## config.mk

```make
export PLATFORM = sky130hd
export DESIGN_NAME = imem_arbiter
export DESIGN_NICKNAME = d
export VERILOG_FILES = /design/src/rtl/imem_arbiter_pkg.sv /design/src/rtl/imem_fetch_reg.sv /design/src/rtl/imem_arbiter.sv
export SDC_FILE = /design/constraint.sdc
export NUM_CORES = 1
export LEC_CHECK = 0
export CORE_MARGIN = 4
export CORE_UTILIZATION = 38
export CTS_CLUSTER_DIAMETER = 120
export DETAILED_ROUTE_END_ITERATION = 7
export GPL_TIMING_DRIVEN = 1
export PLACE_DENSITY = 0.94
export SLEW_MARGIN = 20
export SYNTH_ARGS = -nofsm -noshare
export SYNTH_HDL_FRONTEND = slang
export SYNTH_SLANG_ARGS = --single-unit
```

## constraint.sdc

```tcl
create_clock -name clk -period 4.7 [get_ports clk]
set_clock_uncertainty 0.05 [all_clocks]
set_input_delay 0.705 -clock clk [delete_from_list [all_inputs] [get_ports clk]]
set_output_delay 0.705 -clock clk [all_outputs]
set_load 0.01 [all_outputs]
```

## src/rtl/imem_arbiter_pkg.sv

```systemverilog
// Shared types and helpers for the instruction-memory arbiter.
// Holds the ownership FSM encoding, the default NOP word and the address check used by both ports.
package imem_arbiter_pkg;

    typedef enum logic [1:0] {
        ST_BOOT  = 2'd0,
        ST_RUN   = 2'd1,
        ST_DRAIN = 2'd2
    } arb_state_e;

    // RISC-V addi x0,x0,0
    localparam logic [31:0] NOP_INSTR_DEFAULT = 32'h0000_0013;

    // A byte address is usable only if it is word aligned and falls inside the memory.
    function automatic logic addr_ok(input logic [63:0] byte_addr, input logic [63:0] byte_limit);
        return (byte_addr[1:0] == 2'b00) && (byte_addr < byte_limit);
    endfunction

endpackage

```

## src/rtl/imem_fetch_reg.sv

```systemverilog
// Registered fetch output: one-cycle latency, stall hold, NOP substitution and sticky fault.
// Only captures while the fetch port owns memory; otherwise if_valid drops.
module imem_fetch_reg
    import imem_arbiter_pkg::*;
#(
    parameter int                    DATA_WIDTH = 32,
    parameter logic [DATA_WIDTH-1:0] NOP_INSTR  = DATA_WIDTH'(NOP_INSTR_DEFAULT)
) (
    input  logic                  clk,
    input  logic                  rst,
    input  logic                  en,
    input  logic                  req,
    input  logic                  stall,
    input  logic                  addr_good,
    input  logic [DATA_WIDTH-1:0] rdata,
    output logic                  valid,
    output logic [DATA_WIDTH-1:0] instr,
    output logic                  fault
);

    logic                  valid_d, valid_q;
    logic [DATA_WIDTH-1:0] instr_d, instr_q;
    logic                  fault_d, fault_q;

    // NOTE: every always_comb output gets a default first, so no path can infer a latch.
    always_comb begin
        valid_d = valid_q;
        instr_d = instr_q;
        fault_d = fault_q;
        if (!en) begin
            valid_d = 1'b0;
        end else if (!stall) begin
            valid_d = req;
            if (req) begin
                instr_d = addr_good ? rdata : NOP_INSTR;
                fault_d = fault_q | ~addr_good;
            end
        end
    end

    // NOTE: state flops use non-blocking assignments so every flop samples pre-edge values.
    always_ff @(posedge clk) begin
        if (rst) begin
            valid_q <= 1'b0;
            instr_q <= NOP_INSTR;
            fault_q <= 1'b0;
        end else begin
            valid_q <= valid_d;
            instr_q <= instr_d;
            fault_q <= fault_d;
        end
    end

    assign valid = valid_q;
    assign instr = instr_q;
    assign fault = fault_q;

endmodule

```

## src/rtl/imem_arbiter.sv

```systemverilog
// Single-port instruction memory arbiter between the CPU fetch stage and the program loader.
// The loader owns memory in BOOT; a reload passes through one DRAIN cycle to finish an in-flight fetch.
module imem_arbiter
    import imem_arbiter_pkg::*;
#(
    parameter int                    ADDR_WIDTH = 32,
    parameter int                    DATA_WIDTH = 32,
    parameter int                    DEPTH      = 1024,
    parameter logic [DATA_WIDTH-1:0] NOP_INSTR  = DATA_WIDTH'(NOP_INSTR_DEFAULT)
) (
    input  logic                  clk,
    input  logic                  rst,
    input  logic                  if_req,
    input  logic [ADDR_WIDTH-1:0] if_addr,
    input  logic                  if_stall,
    output logic                  if_valid,
    output logic [DATA_WIDTH-1:0] if_instr,
    output logic                  if_fault,
    output logic                  cpu_hold,
    input  logic                  ld_req,
    input  logic                  ld_valid,
    input  logic [ADDR_WIDTH-1:0] ld_addr,
    input  logic [DATA_WIDTH-1:0] ld_data,
    output logic                  ld_ready,
    input  logic                  ld_done,
    output logic                  ld_err,
    output logic [ADDR_WIDTH-1:0] ld_count,
    output logic                  mem_we,
    output logic [ADDR_WIDTH-1:0] mem_addr,
    output logic [DATA_WIDTH-1:0] mem_wdata,
    input  logic [DATA_WIDTH-1:0] mem_rdata
);

    localparam logic [63:0] BYTE_LIMIT = 64'(DEPTH) * 64'd4;

    arb_state_e            state_d, state_q;
    logic [ADDR_WIDTH-1:0] ld_count_d, ld_count_q;
    logic                  ld_err_d, ld_err_q;
    logic                  ld_addr_good, if_addr_good, ld_accept;

    assign ld_addr_good = addr_ok(64'(ld_addr), BYTE_LIMIT);
    assign if_addr_good = addr_ok(64'(if_addr), BYTE_LIMIT);

    always_comb begin
        state_d    = state_q;
        ld_count_d = ld_count_q;
        ld_err_d   = ld_err_q;
        ld_ready   = (state_q == ST_BOOT);
        cpu_hold   = (state_q != ST_RUN);
        ld_accept  = ld_valid & ld_ready;
        mem_addr   = if_addr >> 2;
        mem_wdata  = ld_data;
        mem_we     = 1'b0;

        case (state_q)
            ST_BOOT: begin
                mem_addr = ld_addr >> 2;
                // A beat arriving with reset asserted is dropped along with the session.
                mem_we   = ld_accept & ld_addr_good & ~rst;
                if (ld_accept) begin
                    if (ld_addr_good) ld_count_d = ld_count_q + 1'b1;
                    else              ld_err_d   = 1'b1;
                end
                if (ld_done) state_d = ST_RUN;
            end
            ST_RUN: begin
                if (ld_req) state_d = ST_DRAIN;
            end
            ST_DRAIN: begin
                state_d    = ST_BOOT;
                ld_count_d = '0;
            end
            default: state_d = ST_BOOT;
        endcase
    end

    always_ff @(posedge clk) begin
        if (rst) begin
            state_q    <= ST_BOOT;
            ld_count_q <= '0;
            ld_err_q   <= 1'b0;
        end else begin
            state_q    <= state_d;
            ld_count_q <= ld_count_d;
            ld_err_q   <= ld_err_d;
        end
    end

    assign ld_count = ld_count_q;
    assign ld_err   = ld_err_q;

    imem_fetch_reg #(
        .DATA_WIDTH (DATA_WIDTH),
        .NOP_INSTR  (NOP_INSTR)
    ) u_fetch_reg (
        .clk       (clk),
        .rst       (rst),
        .en        (state_q == ST_RUN),
        .req       (if_req),
        .stall     (if_stall),
        .addr_good (if_addr_good),
        .rdata     (mem_rdata),
        .valid     (if_valid),
        .instr     (if_instr),
        .fault     (if_fault)
    );

endmodule

```

* Yosys cells after proc, flatten, opt, wreduce, memory -nomap -nowiden
Cells that the tools add are included.
** Storage, ports and cells
- Register bits after elaboration :: 69
- Word-level logic and storage cells :: 45
** Cells by class
- Add/subtract/negate cells :: 1
- Magnitude comparators :: 2
- Equality and inequality tests :: 7
- Mux-type cells :: 9
- Bitwise logic cells :: 9
- Reductions and logical operators :: 11
** Operators by type and width (number)
- $mux W32 :: 3
- $lt A32 B13 Y1 const B :: 2
- $pmux W32 S2 :: 1
- $add A32 B1 Y32 const B :: 1
- $mux W30 :: 1
- $reduce_and A3 Y1 :: 3
- $ne A2 B1 Y1 const B :: 4
- $logic_not A2 Y1 :: 3
- $not A1 Y1 :: 5
- $mux W2 :: 2
- $pmux W2 S2 :: 1
- $and A1 B1 Y1 :: 3
- $eq A2 B1 Y1 const B :: 1
- $eq A2 B2 Y1 const B :: 1
- $logic_and A1 B1 Y1 :: 2
- $ne A2 B2 Y1 const B :: 1
- $reduce_and A2 Y1 :: 1
- $reduce_bool A2 Y1 :: 1
- $reduce_or A2 Y1 :: 1
- $mux W1 :: 1
- $or A1 B1 Y1 :: 1

* Longest topological paths before layout
Gate-level depths: netlist of the first run.
- Word-level depth :: 5
- Gate-level depth with buffers :: 7

* Cells and area by module
A second synthesis of the first run with hierarchy kept.
** Unflattened totals
- Cells, all modules :: 454
- Area total of the unflattened synthesis :: 4106.4 um^2
** Modules (own cells, without submodules)
- imem_arbiter :: times used 1, cells each 304, area each 2512.4 um^2, sequential area each 700.7 um^2
- imem_fetch_reg :: times used 1, cells each 150, area each 1594.0 um^2, sequential area each 680.7 um^2

* Worst setup path before layout of the first run
No wires, ideal clock.
- Path type :: input -> output
- From :: input port ld_addr[25]
- To :: output port mem_we
- Arrival :: 1.654 ns
- Path slack :: 2.291 ns
- Stages on the path :: 4
- Path buffers :: 0
- Cell sequence :: nor4_1 > and4_2 > nand3_1 > nor3_1
** On the way
- Cells in the longest elaborated chain, start to end :: 5
** Ends and longest elaborated chain
- start: declaration :: line imem_arbiter.sv:22 : input logic [ADDR_WIDTH-1:0] ld_addr,
- $lt A32 B13 Y1 :: line imem_arbiter_pkg.sv:16 : return (byte_addr[1:0] == 2'b00) && (byte_addr < byte_limit);
- $logic_and A1 B1 Y1 :: line imem_arbiter_pkg.sv:16
- $and A1 B1 Y1 (2 in a row) :: line imem_arbiter.sv:59 : mem_we = ld_accept & ld_addr_good & ~rst;
- $mux W1 :: line imem_arbiter.sv:55 : case (state_q)
- end: declaration :: line imem_arbiter.sv:28 : output logic mem_we,
No other way between the ends.

* Worst setup path in the final report of the first run
- From :: input port ld_addr[19]
- To :: output port mem_we
The elaborated chain is that of the path after synthesis.

==> impl_metrics.toml, run 1 <==
[floorplanning]
dieHeight_um = 106
dieArea_um2 = 11300
fp.dieW_um = 106
num_io_pins = 269
core_area_um2 = 9330
start_util_pct = 39.5
rows = 35

[logic_synthesis]
synth.distinct_cells = 46
yosysSeqAreaShare_pct = 37.5
netlist_instances = 443
yosys_warnings = 0
synth_seq_cells = 69
ys.flop_type = "dfxtp_1"
synth_edf_count = 0
mappedNetlistArea_um2 = 3680
avgSynthCellArea_um2 = 8.31
ys_async_sr_fraction_pct = 0

[cells_and_area]
layout_commonest_cell = "clkdlybuf4s50_1"
nNetsFinal = 737
diodes = 0
drive_above_1_share_pct = 10.2
fillers = 763
area_growth_pct = 57.1
final_cell_mix = "clkdlybuf4s50_1 (202), nand2_1 (83), dfxtp_1 (69), a21oi_1 (54), mux2_2 (30)"
fin_util_pct = 62.0

[clocking]
numCtsBuffers = 9
cts.path.max_buffers = 2
clk_latency_ps = 340
clock_sinks = 69
clockRootBuffer = "clkbuf_8"
post_cts_buffers = 0
cts_tree = "done"
h-tree-depth = 3
post_cts_resized = 0
cts.hold.buffers_added = 0
clk_pin_slew_worst_paths_ps = 80

[flow_run]
cap_viol_max_count = 0

[global_route]
grt_pass1_vias = 3974
grt_max_degree = 55
gr-total-overflow = 0
grt_pass1_wl_mm = 20.7
antenna_found_initial = 0
grt_usage_pct = 23.6

[route]
remaining_drc_errors = 0
drt_iter0_drc = 250
drtPass1Iterations = 4
avgViaCountPerCell = 5.34
routedWlPerCell_um = 19.0
vias = 3925
drtAntennaViolNets = 0
drt-total-wl_mm = 14.0

[critical_path]
ff2ff_path_depth = 6
criticalPathCategory = "input port to output pin"
cp-start-kind = "input port"
critical_path_peak_fanout = 5
endpoint = "mem_we"
reg2reg_slack_ps = 2440
cp.required_ps = 3940
r2r_end = "u_fetch_reg.instr[0]$_SDFFE_PP1P_"
rr_startpoint = "state_q[0]$_SDFFE_PP0P_"
end_kind = "output pin"
worstPathArrival_ps = 2850
startpoint = "ld_addr[19]"

[power]
powerDensity_nw_per_um2 = 247
leakage_nw = 1.92
power_mw = 1.43
ir_drop_mv = 0.109

[sta]
finalSetupTns_ps = 0
hold_violations = 0
grt_setup_unrepaired = "false"
worstMarginPinSlew_ps = 1070
final_max_slew_viol_count = 0
fmax_mhz = 277
setup_viol = 0
finalCritPeriodShare_pct = 76.7
finalCriticalPeriod_ps = 3600
slew_headroom_pct = 28.6

[worst_hold_path]
holdCritPathClass = "register to register"

[placed_design]
place.port_buffers = 202
dpl.hpwl_mm = 11.3
gp_congestion = 0.910

[outcome]
outcome = "finished clean"
-- synthesized netlist by cell type (2+ instances only) --
cell type,n,area share [%]
nor4_1,9,1.5
nand2_1,83,8.5
nand3_1,10,1.4
and3_1,5,0.85
buf_4,34,6.9
nand4b_1,2,0.48
clkbuf_1,21,2.1
nand4_1,14,2.4
or4_1,17,3.5
or3_1,11,1.9
and2_1,3,0.51
inv_1,3,0.31
and4_1,3,0.71
o31ai_1,12,2.4
nand2b_1,2,0.34
buf_2,3,0.41
nor4_4,2,1.2
o211ai_1,2,0.41
mux2_2,30,9.2
mux2i_1,3,0.82
dfxtp_1,69,38
a21oi_1,54,7.3
nor2_1,12,1.2
nor3_1,2,0.27
nand3b_1,3,0.61
o21ai_1,14,1.9
-- how the worst min path moves through the flow --
stage,cells past startpoint,endpoint,from
3_5_place_dp,2,u_fetch_reg.instr[9]$_SDFFE_PP0P_,u_fetch_reg.instr[9]$_SDFFE_PP0P_
5_1_grt,2,u_fetch_reg.instr[9]$_SDFFE_PP0P_,u_fetch_reg.instr[9]$_SDFFE_PP0P_
2_1_floorplan,1,state_q[0]$_SDFFE_PP0P_,state_q[1]$_SDFFE_PP0P_
4_1_cts,2,u_fetch_reg.instr[9]$_SDFFE_PP0P_,u_fetch_reg.instr[9]$_SDFFE_PP0P_
6_report,2,u_fetch_reg.instr[9]$_SDFFE_PP0P_,u_fetch_reg.instr[9]$_SDFFE_PP0P_
3_3_place_gp,2,u_fetch_reg.fault$_SDFFE_PP0P_,u_fetch_reg.fault$_SDFFE_PP0P_
-- layout make-up --
class	instances	area, um2	share of cell area (%)
tap	129	161	2.79
clock inverter	7	97.6	1.69
multi-input combinational	313	1940	33.6
inverter	3	11.3	0.195
timing repair buffer	205	2060	35.7
clock buffer	9	124	2.14
sequential	69	1380	23.9
-- state kept, by name, summed over array words and instances (netlist names) --
signal             count
u_fetch_reg.fault      1
state_q                2
ld_err                 1
ld_count              32
u_fetch_reg.valid      1
u_fetch_reg.instr     32
-- routing by layer --
metal  vias to the layer above  routed length [um]  GRT usage [%]
met1                      1812                4830           23.5
li1                       1885                   -              -
met4                         0                 814           15.7
met2                       190                7420           43.3
met5                         -                   0              0
met3                        38                 926           5.59
-- power by group --
part / leakage (nW) / internal (mW) / switching, mW
sequential: 0.558 / 0.594 / 0.00636
combinational: 1.26 / 0.176 / 0.118
clock: 0.106 / 0.300 / 0.233
-- metrics by stage --
| stage | std cells | hold slack (ps) | setup WS (ps) | area, um2 |
|---|---|---|---|---|
| 2_1_floorplan | 444 | 378 | 2290 | 3680 |
| 3_3_place_gp | 718 | 386 | 1050 | 5530 |
| 3_5_place_dp | 718 | 396 | 1080 | 5530 |
| 4_1_cts | 734 | 406 | 1080 | 5750 |
| 5_1_grt | 735 | 421 | 972 | 5780 |
| 6_report | 735 | 406 | 1100 | 5780 |
-- critical path: stages --
cell,delay [ps]
clkdlybuf4s50_1,430
nor4_1,320
and4_2,350
nand3_1,110
nor3_1,320
clkdlybuf4s50_1,610
-- kinds of logic after synthesis --
group / count (synthesis) / synth area share [%]
simple gates: 188 / 28.1
compound gates: 87 / 13.4
flops: 69 / 37.5
buf+inv: 62 / 10.1
mux: 33 / 10.0
xor+xnor: 2 / 0.476
fa+ha+maj: 1 / 0.340
other cells: 1 / 0.102
(Power assumes the default switching activity.)
==> run 2: changes to the inputs <==
- CORE_UTILIZATION: 38 -> 35
- PLACE_DENSITY: 0.94 -> 0.88
- clock period: 4.7 -> 3.4 ns (I/O delays scaled with it)
==> run 2 against run 1 <==
- global-route usage shrank 2.8 points
- routed wire length shrank 4.5%
- highest routed layer unchanged
- combinational power grew 37%
- hold slack lost 0.57 ps
- sequential share of layout area shrank 0.15 points
- largest power group unchanged
- critical endpoint unchanged
- via count grew 2.0%
==> impl_metrics.toml, run 2 (synthesized netlist as in run 1, its figures left out) <==
[route]
drt-total-wl_mm = 13.4
vias = 4005
avgViaCountPerCell = 5.39
drtAntennaViolNets = 0
remaining_drc_errors = 0
routedWlPerCell_um = 18.0
drtPass1Iterations = 5
drt_iter0_drc = 247

[clocking]
post_cts_buffers = 0
cts.hold.buffers_added = 0
post_cts_resized = 0
clock_sinks = 69
h-tree-depth = 3
cts_tree = "done"
cts.path.max_buffers = 2
clk_pin_slew_worst_paths_ps = 70
numCtsBuffers = 9
clockRootBuffer = "clkbuf_8"
clk_latency_ps = 340

[floorplanning]
dieArea_um2 = 12200
core_area_um2 = 10300
fp.dieW_um = 111
rows = 37
start_util_pct = 35.8
dieHeight_um = 111
num_io_pins = 269

[placed_design]
dp_cells = 727
gp_congestion = 0.829
place.port_buffers = 202
dpl.hpwl_mm = 10.6

[sta]
grt_setup_unrepaired = "false"
setup_viol = 0
slew_headroom_pct = 29.4
fmax_mhz = 331
final_max_slew_viol_count = 0
finalCritPeriodShare_pct = 89.0
finalCriticalPeriod_ps = 3020
worstMarginPinSlew_ps = 1060
finalSetupTns_ps = 0
hold_violations = 0

[outcome]
outcome = "finished clean"

[power]
intPower_mw = 1.55
leakage_nw = 1.94
p_sw_share_pct = 24.2
switchingPower_mw = 0.495
ir_drop_mv = 0.176
seqPwrFrac_pct = 40.5
p_clk_share_pct = 39.8
pwr-share-comb_pct = 19.6
powerDensity_nw_per_um2 = 351
power_mw = 2.04

[critical_path]
critical_path_peak_fanout = 2
criticalPathCategory = "input port to output pin"
end_kind = "output pin"
cp-start-kind = "input port"
worstPathArrival_ps = 2460
cp.required_ps = 2840

[cells_and_area]
final_cell_mix = "clkdlybuf4s50_1 (202), nand2_1 (83), dfxtp_1 (69), a21oi_1 (54), mux2_2 (30)"
drive_above_1_share_pct = 10.2
layout_commonest_cell = "clkdlybuf4s50_1"
final_cells = 743
area_growth_pct = 58.1
diodes = 0
nNetsFinal = 739

[global_route]
gr-total-overflow = 0
grt_usage_pct = 20.8
grt_max_degree = 55
antenna_found_initial = 0
grt_pass1_wl_mm = 20.9
grt_pass1_vias = 4016

[worst_hold_path]
holdCritPathClass = "register to register"

[flow_run]
cap_viol_max_count = 0
==> run 2: through the flow <==
| stage | worst slack, ps | cell area (um2) | util (%) | hold slack, ps |
|---|---|---|---|---|
| 2_1_floorplan | 1330 | 3680 | - | 378 |
| 3_3_place_gp | 437 | 5550 | 54.0 | 391 |
| 3_5_place_dp | 388 | 5550 | 54.0 | 398 |
| 4_1_cts | 381 | 5790 | 56.3 | 407 |
| 5_1_grt | 307 | 5820 | 56.6 | 425 |
| 6_report | 376 | 5820 | 56.6 | 406 |
==> run 2: worst max-delay path, stage by stage <==
cell             delay [ps]
clkdlybuf4s50_1         440
nor4_1                  350
and4_2                  280
nand3_1                 100
nor3_1                  200
clkdlybuf4s50_1         580
==> run 2: routing by layer <==
layer	share of wire (%)	GRT usage, %
met5	0	0
met4	4.5	10.3
met2	52	37.8
met1	37	21.9
met3	6.9	5.64
==> run 2: area by class of cell <==
type | instances | area [um2]
clock buffer | 9 | 124
clock inverter | 6 | 113
fill | 903 | 4460
inverter | 3 | 11.3
multi-input combinational | 313 | 1940
sequential | 69 | 1380
tap | 136 | 170
timing repair buffer | 207 | 2080
==> run 2: final timing paths <==
path | from | to | slack [ps] | depth (start not counted)
setup / recovery | ld_addr[25] | mem_we | 380 | 6
hold / removal | u_fetch_reg.instr[6]$_SDFFE_PP0P_ | u_fetch_reg.instr[6]$_SDFFE_PP0P_ | 410 | 2
setup reg to reg | ld_count[0]$_SDFFE_PP0P_ | ld_count[22]$_SDFFE_PP0P_ | 1260 | 6
hold reg to reg | u_fetch_reg.instr[6]$_SDFFE_PP0P_ | u_fetch_reg.instr[6]$_SDFFE_PP0P_ | 410 | 2
==> run 2: power by group through the flow <==
stage / Sequential (mW) / Combinational, mW / Clock, mW
final: 0.829 / 0.402 / 0.814
after global routing: 0.831 / 0.424 / 0.851
after CTS: 0.829 / 0.401 / 0.824
after detailed placement: 0.848 / 0.399 / 0
after global placement: 0.847 / 0.392 / 0
after floorplan: 0.852 / 0.174 / 0
==> run 3: changes to the inputs <==
- CAP_MARGIN: not set -> 40
==> run 3 against run 2 <==
- non-clock buffer count rose by 1
- design area fell by 0.34%
- critical path type unchanged
- die area did not move
- highest routed layer unchanged
- largest power group unchanged
- register-to-register slack improved by 40 ps
==> impl_metrics.toml, run 3 (synthesized netlist as in run 1, its figures left out) <==
[outcome]
outcome = "finished clean"

[cells_and_area]
nNetsFinal = 740
regArea_um2 = 1380
final_area_um2 = 5800
final_cell_mix = "clkdlybuf4s50_1 (202), nand2_1 (83), dfxtp_1 (69), a21oi_1 (54), mux2_2 (30)"
fillers = 894
final_cells = 745
multiInputGateArea_um2 = 1940
layout_commonest_cell = "clkdlybuf4s50_1"
drive_above_1_share_pct = 10.3
area_growth_pct = 57.6
diodes = 0

[critical_path]
critical_path_peak_fanout = 2
critPathTopFamily = "buffers and inverters"
worstPathArrival_ps = 2440
ff2ff_path_depth = 6
critPathMaxStageDelay_ps = 580
reg2reg_slack_ps = 1300
critical_path_buf_inv_count = 2
end_kind = "output pin"
crit_chain = "clkdlybuf4s50_1, nor4_1, and4_2, nand3_1, nor3_1, clkdlybuf4s50_1"
r2r_end = "ld_count[26]$_SDFFE_PP0P_"
criticalPathCategory = "input port to output pin"
slowest_stage = "clkdlybuf4s50_1"
cp-start-kind = "input port"
cp.required_ps = 2840
crit_top_cell = "clkdlybuf4s50_1"
rr_startpoint = "ld_count[0]$_SDFFE_PP0P_"

[route]
drt-total-wl_mm = 13.2
drtPass1Iterations = 4
top_layer = "met4"
met1_length_mm = 4.75
routed-wl-met3_mm = 1.05
drt_iter0_drc = 253
vias = 3956
remaining_drc_errors = 0
avgViaCountPerCell = 5.31
drtAntennaViolNets = 0
wl_met2_mm = 6.86
routedWlPerCell_um = 17.7

[clocking]
numCtsBuffers = 9
cts.hold.buffers_added = 0
post_cts_buffers = 0
clk_pin_slew_worst_paths_ps = 70
clk_latency_ps = 340
h-tree-depth = 3
clock_sinks = 69
cts.path.max_buffers = 2
post_cts_resized = 0
cts_tree = "done"
clockRootBuffer = "clkbuf_8"

[power]
powerDensity_nw_per_um2 = 329
pwr-share-comb_pct = 21.1
p_clk_share_pct = 35.4
intPower_mw = 1.43
seqPwrFrac_pct = 43.5
ir_drop_mv = 0.155
p_sw_share_pct = 25.2
switchingPower_mw = 0.480
leakage_nw = 1.93

[sta]
worstMarginPinSlew_ps = 651
finalCritPeriodShare_pct = 88.2
grt_setup_unrepaired = "false"
slew_headroom_pct = 56.5
final_max_slew_viol_count = 0
hold_violations = 0
hold_ws_ps = 404
setup_viol = 0
finalSetupTns_ps = 0
finalCriticalPeriod_ps = 3000
fmax_mhz = 333

[global_route]
grt_max_degree = 34
grt_usage_pct = 20.6
grt_pass1_vias = 3945
grt_pass1_wl_mm = 20.5
antenna_found_initial = 0
gr-total-overflow = 0

[flow_run]
cap_viol_max_count = 0

[floorplanning]
dieArea_um2 = 12200
core_area_um2 = 10300
rows = 37
num_io_pins = 269
fp.dieW_um = 111
dieHeight_um = 111
start_util_pct = 35.8

[placed_design]
gp_congestion = 0.829
dp_cells = 729
place.port_buffers = 202
dpl.hpwl_mm = 10.7
placed_area_um2 = 5600

[worst_hold_path]
holdPathEnd = "u_fetch_reg.instr[3]$_SDFFE_PP0P_"
hp-start = "u_fetch_reg.instr[3]$_SDFFE_PP0P_"
holdCritPathClass = "register to register"
worstHoldPathCells = 2
## run 3: cell count changes in the layout (fill, tap and decap cells not counted), sizes merged
| cell | previous run | this run |
|---|---|---|
| buf | 5 | 6 |
| bufinv | 3 | 1 |
| clkbuf | 9 | 11 |
| clkinvlp | 0 | 1 |
## run 3: worst max-delay path by stage
stage                            from                                 to  depth (start not counted)
after floorplan           if_addr[19]  u_fetch_reg.instr[4]$_SDFFE_PP1P_                          5
after global placement    ld_addr[20]                             mem_we                          6
after detailed placement  ld_addr[25]                             mem_we                          6
after CTS                 ld_addr[25]                             mem_we                          6
after global routing      ld_addr[25]                             mem_we                          6
final                     ld_addr[25]                             mem_we                          6
## run 3: worst register-to-register path, delay by kind of cell (launching register included)
family | cells | cell delay, ps
and+or+nand+nor | 3 | 1190
AOI/OAI and AO/OA | 1 | 80
DFF | 1 | 390
adders and majority gates | 1 | 270
buffers and inverters | 1 | 80
## run 3: per-stage QoR
stage,total power [mW],utilization [%],worst slack (ps)
2_1_floorplan,1.03,-,1330
3_3_place_gp,1.24,54.0,437
3_5_place_dp,1.25,54.5,389
4_1_cts,1.93,56.4,382
5_1_grt,1.98,56.4,314
6_report,1.91,56.4,401
## run 3: power groups by stage
stage / clock network [mW] / registers (mW) / logic (mW)
final: 0.675 / 0.829 / 0.403
after global routing: 0.728 / 0.830 / 0.425
after CTS: 0.693 / 0.829 / 0.405
after detailed placement: 0 / 0.848 / 0.403
after global placement: 0 / 0.847 / 0.392
after floorplan: 0 / 0.852 / 0.174
## run 3: cell type report
cell class	count	share of cell area [%]
Clock buffer	11	2.44
Clock inverter	5	1.04
Inverter	3	0.194
Multi-Input combinational cell	313	33.4
Sequential cell	69	23.8
Tap cell	136	2.93
Timing Repair Buffer	208	36.1
## run 3: per-layer routing
metal / up-vias / GRT usage [%]
li1: 1888 / -
met1: 1836 / 21.2
met2: 196 / 37.6
met3: 36 / 6.52
met4: 0 / 9.52
met5: - / 0
